==> src/rtl/conv_pkg.sv <==
// Shared types and constants for the 3x3 convolution MAC: FSM states, datapath widths,
// and the rounding-constant helper used by the output stage.
package conv_pkg;

    typedef enum logic [1:0] {
        IDLE  = 2'd0,
        LOAD  = 2'd1,
        RUN   = 2'd2,
        DRAIN = 2'd3
    } conv_state_e;

    localparam int PIX_W  = 8;
    localparam int COEF_W = 9;
    localparam int PROD_W = 18;
    localparam int SUM_W  = 22;
    localparam int TAPS   = 9;

    typedef logic signed [COEF_W-1:0] coef_t;
    typedef logic [PIX_W-1:0]         pix_t;

    // Half an LSB of the shifted result, so the shift rounds to nearest (ties upward).
    function automatic int round_const(input int shift);
        return (shift > 0) ? (1 << (shift - 1)) : 0;
    endfunction

endpackage

==> src/rtl/conv_dot9.sv <==
// Two-stage 9-tap dot product: S1 registers the signed products, S2 sums, rounds,
// shifts and clamps to 0..255. Both stages advance only when pipe_en is high.
module conv_dot9
    import conv_pkg::*;
#(
    parameter int SHIFT = 7
) (
    input  logic                     clk,
    input  logic                     rst,
    input  logic                     pipe_en,
    input  logic                     in_valid,
    input  logic [TAPS*COEF_W-1:0]   coeffs,
    input  logic [TAPS*PIX_W-1:0]    pixels,
    output logic                     s1_valid,
    output logic                     out_valid,
    output logic [PIX_W-1:0]         out_data
`ifdef CONV_CLIP_STATS_EN
    ,
    output logic                     clip_now
`endif
);

    localparam int RND = round_const(SHIFT);

    logic signed [PROD_W-1:0] prod_q [TAPS];
    logic signed [PROD_W-1:0] prod_d [TAPS];
    logic                     s1_valid_q, s1_valid_d;
    logic                     out_valid_q, out_valid_d;
    logic [PIX_W-1:0]         out_data_q, out_data_d;

    logic signed [SUM_W-1:0]  sum;
    logic signed [SUM_W:0]    rnd;
    logic signed [SUM_W:0]    shifted;
    logic                     is_neg;
    logic                     is_over;

    always_comb begin
        for (int i = 0; i < TAPS; i++) begin
            prod_d[i] = prod_q[i];
            if (pipe_en && in_valid) begin
                prod_d[i] = $signed(coeffs[i*COEF_W +: COEF_W]) *
                            $signed({1'b0, pixels[i*PIX_W +: PIX_W]});
            end
        end
        s1_valid_d = pipe_en ? in_valid : s1_valid_q;
    end

    always_comb begin
        sum = '0;
        for (int i = 0; i < TAPS; i++) begin
            sum = sum + {{(SUM_W-PROD_W){prod_q[i][PROD_W-1]}}, prod_q[i]};
        end
        rnd     = {sum[SUM_W-1], sum} + (SUM_W+1)'(RND);
        shifted = rnd >>> SHIFT;
        is_neg  = shifted[SUM_W];
        is_over = !is_neg && (|shifted[SUM_W-1:PIX_W]);

        out_valid_d = pipe_en ? s1_valid_q : out_valid_q;
        out_data_d  = out_data_q;
        if (pipe_en && s1_valid_q) begin
            out_data_d = is_neg ? '0 : (is_over ? '1 : shifted[PIX_W-1:0]);
        end
    end

    always_ff @(posedge clk or negedge rst) begin
        if (!rst) begin
            for (int i = 0; i < TAPS; i++) prod_q[i] <= '0;
            s1_valid_q  <= 1'b0;
            out_valid_q <= 1'b0;
            out_data_q  <= '0;
        end else begin
            for (int i = 0; i < TAPS; i++) prod_q[i] <= prod_d[i];
            s1_valid_q  <= s1_valid_d;
            out_valid_q <= out_valid_d;
            out_data_q  <= out_data_d;
        end
    end

    assign s1_valid  = s1_valid_q;
    assign out_valid = out_valid_q;
    assign out_data  = out_data_q;
`ifdef CONV_CLIP_STATS_EN
    assign clip_now  = s1_valid_q && (is_neg || is_over);
`endif

endmodule

==> src/rtl/conv3x3_mac.sv <==
// 3x3 convolution MAC: job FSM (IDLE/LOAD/RUN/DRAIN), window counting and handshakes around conv_dot9.
// Define CONV_CLIP_STATS_EN to add the clip_count output (clamped results in the current job).
module conv3x3_mac
    import conv_pkg::*;
#(
    parameter int SHIFT = 7,
    parameter int CNT_W = 16
) (
    input  logic                     clk,
    input  logic                     rst,
    input  logic                     pixel_count_valid,
    output logic                     pixel_count_ready,
    input  logic [CNT_W-1:0]         pixel_count,
    input  logic                     coeffs_valid,
    output logic                     coeffs_ready,
    input  logic [TAPS*COEF_W-1:0]   coeffs_data,
    input  logic                     window_valid,
    output logic                     window_ready,
    input  logic [TAPS*PIX_W-1:0]    window_data,
    output logic                     result_valid,
    input  logic                     result_ready,
    output logic [PIX_W-1:0]         result_data
`ifdef CONV_CLIP_STATS_EN
    ,
    output logic [CNT_W-1:0]         clip_count
`endif
);

    conv_state_e               state_q, state_d;
    logic [CNT_W-1:0]          count_q, count_d;
    logic [CNT_W-1:0]          acc_q, acc_d;
    logic [TAPS*COEF_W-1:0]    coef_q, coef_d;
    logic                      live_q, live_d;

    logic pipe_en;
    logic pc_fire;
    logic win_fire;
    logic s1_valid;

    // live_q keeps pixel_count_ready low while reset is held, even though state is IDLE.
    assign pipe_en           = !result_valid || result_ready;
    assign pixel_count_ready = live_q && (state_q == IDLE);
    assign coeffs_ready      = (state_q == LOAD);
    assign window_ready      = (state_q == RUN) && pipe_en && (acc_q < count_q);
    assign pc_fire           = pixel_count_valid && pixel_count_ready;
    assign win_fire          = window_valid && window_ready;

    always_comb begin
        state_d = state_q;
        count_d = count_q;
        acc_d   = acc_q;
        coef_d  = coef_q;
        live_d  = 1'b1;
        case (state_q)
            IDLE: begin
                if (pc_fire) begin
                    count_d = pixel_count;
                    acc_d   = '0;
                    state_d = LOAD;
                end
            end
            LOAD: begin
                if (coeffs_valid) begin
                    coef_d  = coeffs_data;
                    state_d = (count_q == '0) ? IDLE : RUN;
                end
            end
            RUN: begin
                if (win_fire) begin
                    acc_d = acc_q + 1'b1;
                    if (acc_d == count_q) state_d = DRAIN;
                end
            end
            DRAIN: begin
                // Leave in the same cycle the final result is handed off.
                if (!s1_valid && pipe_en) state_d = IDLE;
            end
            default: state_d = IDLE;
        endcase
    end

    always_ff @(posedge clk or negedge rst) begin
        if (!rst) begin
            state_q <= IDLE;
            count_q <= '0;
            acc_q   <= '0;
            coef_q  <= '0;
            live_q  <= 1'b0;
        end else begin
            state_q <= state_d;
            count_q <= count_d;
            acc_q   <= acc_d;
            coef_q  <= coef_d;
            live_q  <= live_d;
        end
    end

`ifdef CONV_CLIP_STATS_EN
    logic             clip_now;
    logic [CNT_W-1:0] clip_q, clip_d;

    always_comb begin
        clip_d = clip_q;
        if (state_q == IDLE && pc_fire) begin
            clip_d = '0;
        end else if (pipe_en && clip_now && (clip_q != '1)) begin
            clip_d = clip_q + 1'b1;
        end
    end

    always_ff @(posedge clk or negedge rst) begin
        if (!rst) clip_q <= '0;
        else      clip_q <= clip_d;
    end

    assign clip_count = clip_q;
`endif

    conv_dot9 #(
        .SHIFT (SHIFT)
    ) u_dot9 (
        .clk       (clk),
        .rst       (rst),
        .pipe_en   (pipe_en),
        .in_valid  (win_fire),
        .coeffs    (coef_q),
        .pixels    (window_data),
        .s1_valid  (s1_valid),
        .out_valid (result_valid),
        .out_data  (result_data)
`ifdef CONV_CLIP_STATS_EN
        ,
        .clip_now  (clip_now)
`endif
    );

endmodule

==> config.mk <==
export PLATFORM = sky130hd
export DESIGN_NAME = conv3x3_mac
export DESIGN_NICKNAME = d
export VERILOG_FILES = /design/src/rtl/conv_pkg.sv /design/src/rtl/conv_dot9.sv /design/src/rtl/conv3x3_mac.sv
export SDC_FILE = /design/constraint.sdc
export NUM_CORES = 2
export LEC_CHECK = 0
export BUFFER_PORTS_ARGS = -buffer_cell sky130_fd_sc_hd__clkbuf_2
export CORE_MARGIN = 2
export CORE_UTILIZATION = 35
export CTS_CLUSTER_SIZE = 14
export DETAILED_ROUTE_END_ITERATION = 16
export PLACE_DENSITY = 0.58
export SYNTH_ARGS = -nofsm -noshare
export SYNTH_HDL_FRONTEND = slang
export SYNTH_SLANG_ARGS = --single-unit
==> constraint.sdc <==
create_clock -name clk -period 15.8 [get_ports clk]
set_input_delay 1.58 -clock clk [delete_from_list [all_inputs] [get_ports clk]]
set_output_delay 1.58 -clock clk [all_outputs]
set_load 0.01 [all_outputs]
# ---- Word-level counts from Yosys, hierarchy flattened
# Index checks and enable logic that the tools add are counted.
dict set report totals {
  wordCells 79
  out_inout_bits 12
  register_bits 288
  inputBits 175
}
dict set report op_classes {
  multipliers 9
  n_eq_ne 9
  magnitude_cmp 1
  n_addsub 10
  reduce_logical 21
  n_mux 12
}
# op count
set ops {}
lappend ops {{multiplier 9 x 9 -> 18 bit} 9}
lappend ops {{adder 22 bit} 7}
lappend ops {{2-to-1 mux 16 bit} 2}
lappend ops {{case mux 16 bit (2 select lines)} 1}
lappend ops {{adder 22 x 8 -> 23 bit (second input constant)} 1}
lappend ops {{adder 18 x 18 -> 19 bit} 1}
lappend ops {{adder 16 x 1 -> 16 bit (second input constant)} 1}
lappend ops {{equality test 16 bit} 1}
lappend ops {{logical NOT 16 bit} 1}
lappend ops {{< comparator 16 bit} 1}
lappend ops {{2-to-1 mux 8 bit} 2}
lappend ops {{2-to-1 mux 2 bit} 6}
lappend ops {{logical AND 1 bit} 9}
lappend ops {{case mux 2 bit (4 select lines)} 1}
lappend ops {{OR reduction 8 bit} 1}
lappend ops {{!= test 2 bit (second input constant)} 3}
lappend ops {{AND reduction 5 bit} 1}
lappend ops {{equality test 2 bit (second input constant)} 2}
lappend ops {{!= test 2 x 1 -> 1 bit (second input constant)} 2}
lappend ops {{AND reduction 2 bit} 2}
lappend ops {{logical NOT 1 bit} 3}
lappend ops {{AND reduction 3 bit} 1}
lappend ops {{equality test 2 x 1 -> 1 bit (second input constant)} 1}
lappend ops {{logical NOT 2 bit} 1}
lappend ops {{2 further kinds} 2}

# ---- Depth between registers and ports, before layout
dict set report depth {
  depth_word 13
  ltp_mapped 30
  mapped_depth_nobuf 29
}

# ---- By module
# Synthesis repeated with hierarchy kept, for this count alone.
dict set report unflattened {
  hier_cells 4246
  hier_area_um2 40415.0
}
# mod area_per_inst_um2 instances cells_each seq_area_each_um2
set by_module_without_submodules {}
lappend by_module_without_submodules {conv_dot9 35042.4 1 3802 4304.1}
lappend by_module_without_submodules {conv3x3_mac 5372.7 1 444 2902.8}

# ---- Least setup slack after synthesis
# Ideal clock, no wire load.
dict set report synth_path {
  path_kind {register to register}
  start {register u_dot9.prod_q[126] (netlist bit)}
  end {register u_dot9.out_data_q[0], in the netlist u_dot9.out_data[0]}
  path_slack_ns 9.202
  n_path_buf 0
  arrival_time_ns 6.464
  path_stages_with_launch 30
  setup_time_ns 0.134
  synth_period_minus_slack_ns 6.598
  required_time_ns 15.666
  path_cell_list {dfrtp_1 -> ha_1 -> inv_1 -> fa_1 -> nor2b_1 -> o21ai_0 -> a21boi_0 -> o21ai_0 -> a211oi_1 -> o31ai_1 -> o21ai_0 -> o21a_1 -> o21ai_0 -> o31a_1 -> fa_1 -> inv_1 -> fa_1 -> fa_1 -> inv_1 -> fa_1 -> ha_1 -> a21o_1 -> nor2_1 -> and4b_4 -> o21bai_2 -> or3_1 -> a211oi_1 -> o211ai_1 -> a31oi_4 -> a31oi_1}
}
dict set report synth_via {
  elab_chain_len 13
  elab_cells_between_ends 14
  cone_classes {add/sub (9); mux (2); reduce/logical (3)}
}
# element line_no
set synth_lines {}
lappend synth_lines {{start, declared} conv_dot9.sv:25} ;# logic signed [PROD_W-1:0] prod_q [TAPS];
lappend synth_lines {{adder 18 x 18 -> 19 bit (*)} conv_dot9.sv:51} ;# sum = sum + {{(SUM_W-PROD_W){prod_q[i][PROD_W-1]}}, prod_q[i]};
lappend synth_lines {{adder 22 bit (*) (7 in a row)} conv_dot9.sv:51}
lappend synth_lines {{adder 22 x 8 -> 23 bit (*)} conv_dot9.sv:53} ;# rnd = {sum[SUM_W-1], sum} + (SUM_W+1)'(RND);
lappend synth_lines {{OR reduction 8 bit / logical NOT 1 bit (equally long branches)} conv_dot9.sv:56} ;# is_over = !is_neg && (|shifted[SUM_W-1:PIX_W]);
lappend synth_lines {{logical AND 1 bit} conv_dot9.sv:56}
lappend synth_lines {{2-to-1 mux 8 bit} conv_dot9.sv:61} ;# out_data_d = is_neg ? '0 : (is_over ? '1 : shifted[PIX_W-1:0]);
lappend synth_lines {{2-to-1 mux 8 bit (*)} conv_dot9.sv:61}
lappend synth_lines {{end signal, assigned} conv_dot9.sv:75} ;# out_data_q <= out_data_d;
lappend synth_lines {{end, declared} conv_dot9.sv:29} ;# logic [PIX_W-1:0] out_data_q, out_data_d;
# Every way passes the cells marked *; elsewhere a longest branch is shown, timed or not.
# A chain may end at the register's enable or synchronous reset.

# ---- Worst setup path after layout
dict set report layout_path {
  start {register u_dot9.prod_q[126] (netlist bit)}
  end {register u_dot9.out_data_q[7], in the netlist u_dot9.out_data[7]}
}
# Same word-level chain as after synthesis.

==> flow_summary.yaml <==
cells_and_area:
  fin_cells: 5931
  final_common_cell: "inv_1"
  synthToLayoutAreaGrowth_pct: 9.92
  drive_above_1_share_pct: 10.6
  nets: 5584
  final_cell_mix: "982 x inv_1, 654 x fa_1, 406 x and2_1, 381 x ha_1, 352 x nand2_1"
timing:
  period_share_pct: 48.9
  tightest_slew_ns: 1.01
  layout_min_cycle_time_ns: 7.73
  hold_violations: 0
  finalSetupViolCount: 0
  skew_ns: 0.0365
  max_freq_mhz: 129
  rsz0062_at_grt: "no"
  drv_slew: 0
  slew_headroom_pct: 32.4
  setup_tns_ns: 0
routing:
  wl_per_cell_um: 16.1
  wl_um: 95700
  drc_errors: 0
  viasPerCell: 4.67
  vias: 27700
  ant_nets: 0
  first_pass_iters: 5
  drt_iter0_drc: 1007
worst_hold_path:
  hold_path.class: "register to register"
critical_path:
  rrSetupSlack_ns: 8.07
  worst_path_largest_cell_delay_ns: 0.56
  crit_type: "register to register"
  worst_ep_arrival_time_ns: 8.19
  crit_slowest_cell: "ha_1"
  crit_fanout: 12
  cp-end-kind: "register"
  crit_top_cell: "fa_1"
  cp.required_ns: 16.25
  start_kind: "register"
synthesis:
  synth_cell_types: 77
  synth_seq_cells: 288
  synth_warnings: 0
  syn-num-nets: 5422
  ys_top_cells_by_area: "fa_1 32%, dfrtp_1 18%, ha_1 12%"
  yosysTopAreaCell: "fa_1"
  avgSynthCellArea_um2: 9.73
  synthArstFlopShare_pct: 100
  netlist_area_um2: 41000
  synth_cells: 4212
  yosysTopAreaCellShare_pct: 31.9
  ys.flop_type: "dfrtp_1"
  synth-edff-count: 0
  synth_seq_area_share_pct: 17.6
run_status:
  outcome: "complete, no violations"
global_routing:
  grt.total_usage_pct: 16.8
  antenna_found_initial: 0
  grt_first_pass_wirelength_um: 161000
  grt_max_degree: 93
  first_global_vias: 29600
  overflow: 0
placed_design:
  gp_congestion: 0.871
  dpl.cell_count: 5854
  io_buffer_count: 186
  hpwlAfterDp_um: 79400
die:
  die_area_um2: 120000
  io-pin-count: 187
  rows: 125
  die_width_um: 346
  die_h_um: 346
  core_area_um2: 116000
  start_util_pct: 35.3
clock_tree:
  holdBufCountCts: 0
  cts_resized: 0
  post-cts-setup-buffers: 0
  tritoncts: "built"
  clk_pin_slew_ns: 0.05
  worstSkewPairLatency_ns: 0.62
  cts-root-buf: "clkbuf_16"
  htree_levels: 2
  cts_buffer_depth: 3
  cts.sinks: 288
  cts_inserted_buffers: 42
flow_run:
  drv_cap: 0
-- cells in the mapped netlist (5+ instances only) --
library cell  number
a211o_1            7
a211oi_1           9
a21o_1            42
a21oi_1           81
a31oi_1           23
a41o_1             5
and2_1           407
and3_1            16
buf_2             13
clkbuf_1          58
dfrtp_1          288
fa_1             654
ha_1             381
inv_1            982
mux2_2           172
mux2i_1            9
nand2_1          354
nand2b_1          23
nand3_1           31
nand3b_1           8
nand4_1           11
nor2_1            69
nor2b_1           36
nor3_1            24
nor4_1             7
o211ai_1          10
o21a_1            14
o21ai_0          146
o21bai_1          10
o22ai_1            9
o31ai_1           12
o41ai_1            8
or3_1             14
or4_1              5
xnor2_1          150
xor2_1            60
-- stage by stage --
stage / instance area, um2 / hold WS [ns] / util (%) / setup slack, ns
CTS: 45100 / 0.489 / 38.8 / 8.12
global placement: 43600 / 0.467 / 37.5 / 8.28
floorplan: 41000 / 0.447 / - / 9.20
global route: 45100 / 0.507 / 38.8 / 7.63
finish: 45100 / 0.479 / 38.8 / 8.07
detailed placement: 43600 / 0.475 / 37.5 / 8.24
-- layer usage --
layer  global-route usage [%]  routed length, um  vias up
met3                     3.06               4320       89
li1                         -                  -    13300
met2                     27.7              45100      383
met1                     22.7              43900    13900
met5                        0                  0        -
met4                     4.04               2340        0
-- logic make-up (layout without fill, tap and decap cells) --
family          Yosys count  count (layout)  share of synthesized area, %
fa+ha+maj              1035            1035                          43.6
xor+xnor                211             211                          4.53
compound gates          413             413                          6.49
flops                   288             288                          17.6
buf+inv                1058            1252                          9.73
mux                     182             182                          4.97
other cells               1               2                       0.00915
simple gates           1024            1024                          13.1
-- final cells by class --
type	instances	area, um2
clock inverter	26	314
antenna	1	2.50
tap	1524	1910
multi-input combinational	2866	29800
timing repair buffer	194	1000
fill	11600	71100
sequential	288	7210
clock buffer	50	1130
inverter	982	3690
-- flip-flops by register name, summed over array words and instances (netlist names), named ones only --
signal            count
u_dot9.prod_q       162
coef_q               81
acc_q                16
count_q              16
u_dot9.out_data       8
live_q                1
state_q               1
u_dot9.out_valid      1
u_dot9.s1_valid       1
-- critical path: cells and delay by family (launching register included) --
family / cells / cell delay, ns
flops: 1 / 0.37
simple gates: 5 / 0.74
mux: 1 / 0.31
fa+ha+maj: 7 / 2.93
compound gates: 11 / 2.75
buf+inv: 4 / 0.23
xor+xnor: 1 / 0.22
-- final timing paths --
check,cells past startpoint,endpoint,from
max in group asynchronous,3,coef_q[22]$_DFFE_PN0P_,rst
max reg2reg,29,u_dot9.out_data[7]$_DFFE_PN0P_,u_dot9.prod_q[126]$_DFFE_PN0P_
min reg2reg,2,u_dot9.s1_valid$_DFFE_PN0N_,u_dot9.s1_valid$_DFFE_PN0N_
min in group asynchronous,1,acc_q[2]$_DFFE_PN0P_,rst
min,2,u_dot9.s1_valid$_DFFE_PN0N_,u_dot9.s1_valid$_DFFE_PN0N_
max,29,u_dot9.out_data[7]$_DFFE_PN0P_,u_dot9.prod_q[126]$_DFFE_PN0P_
Power is left out: the tool's default activity adds up to more than one toggle a clock period on the data nets, which glitch-free logic cannot reach.
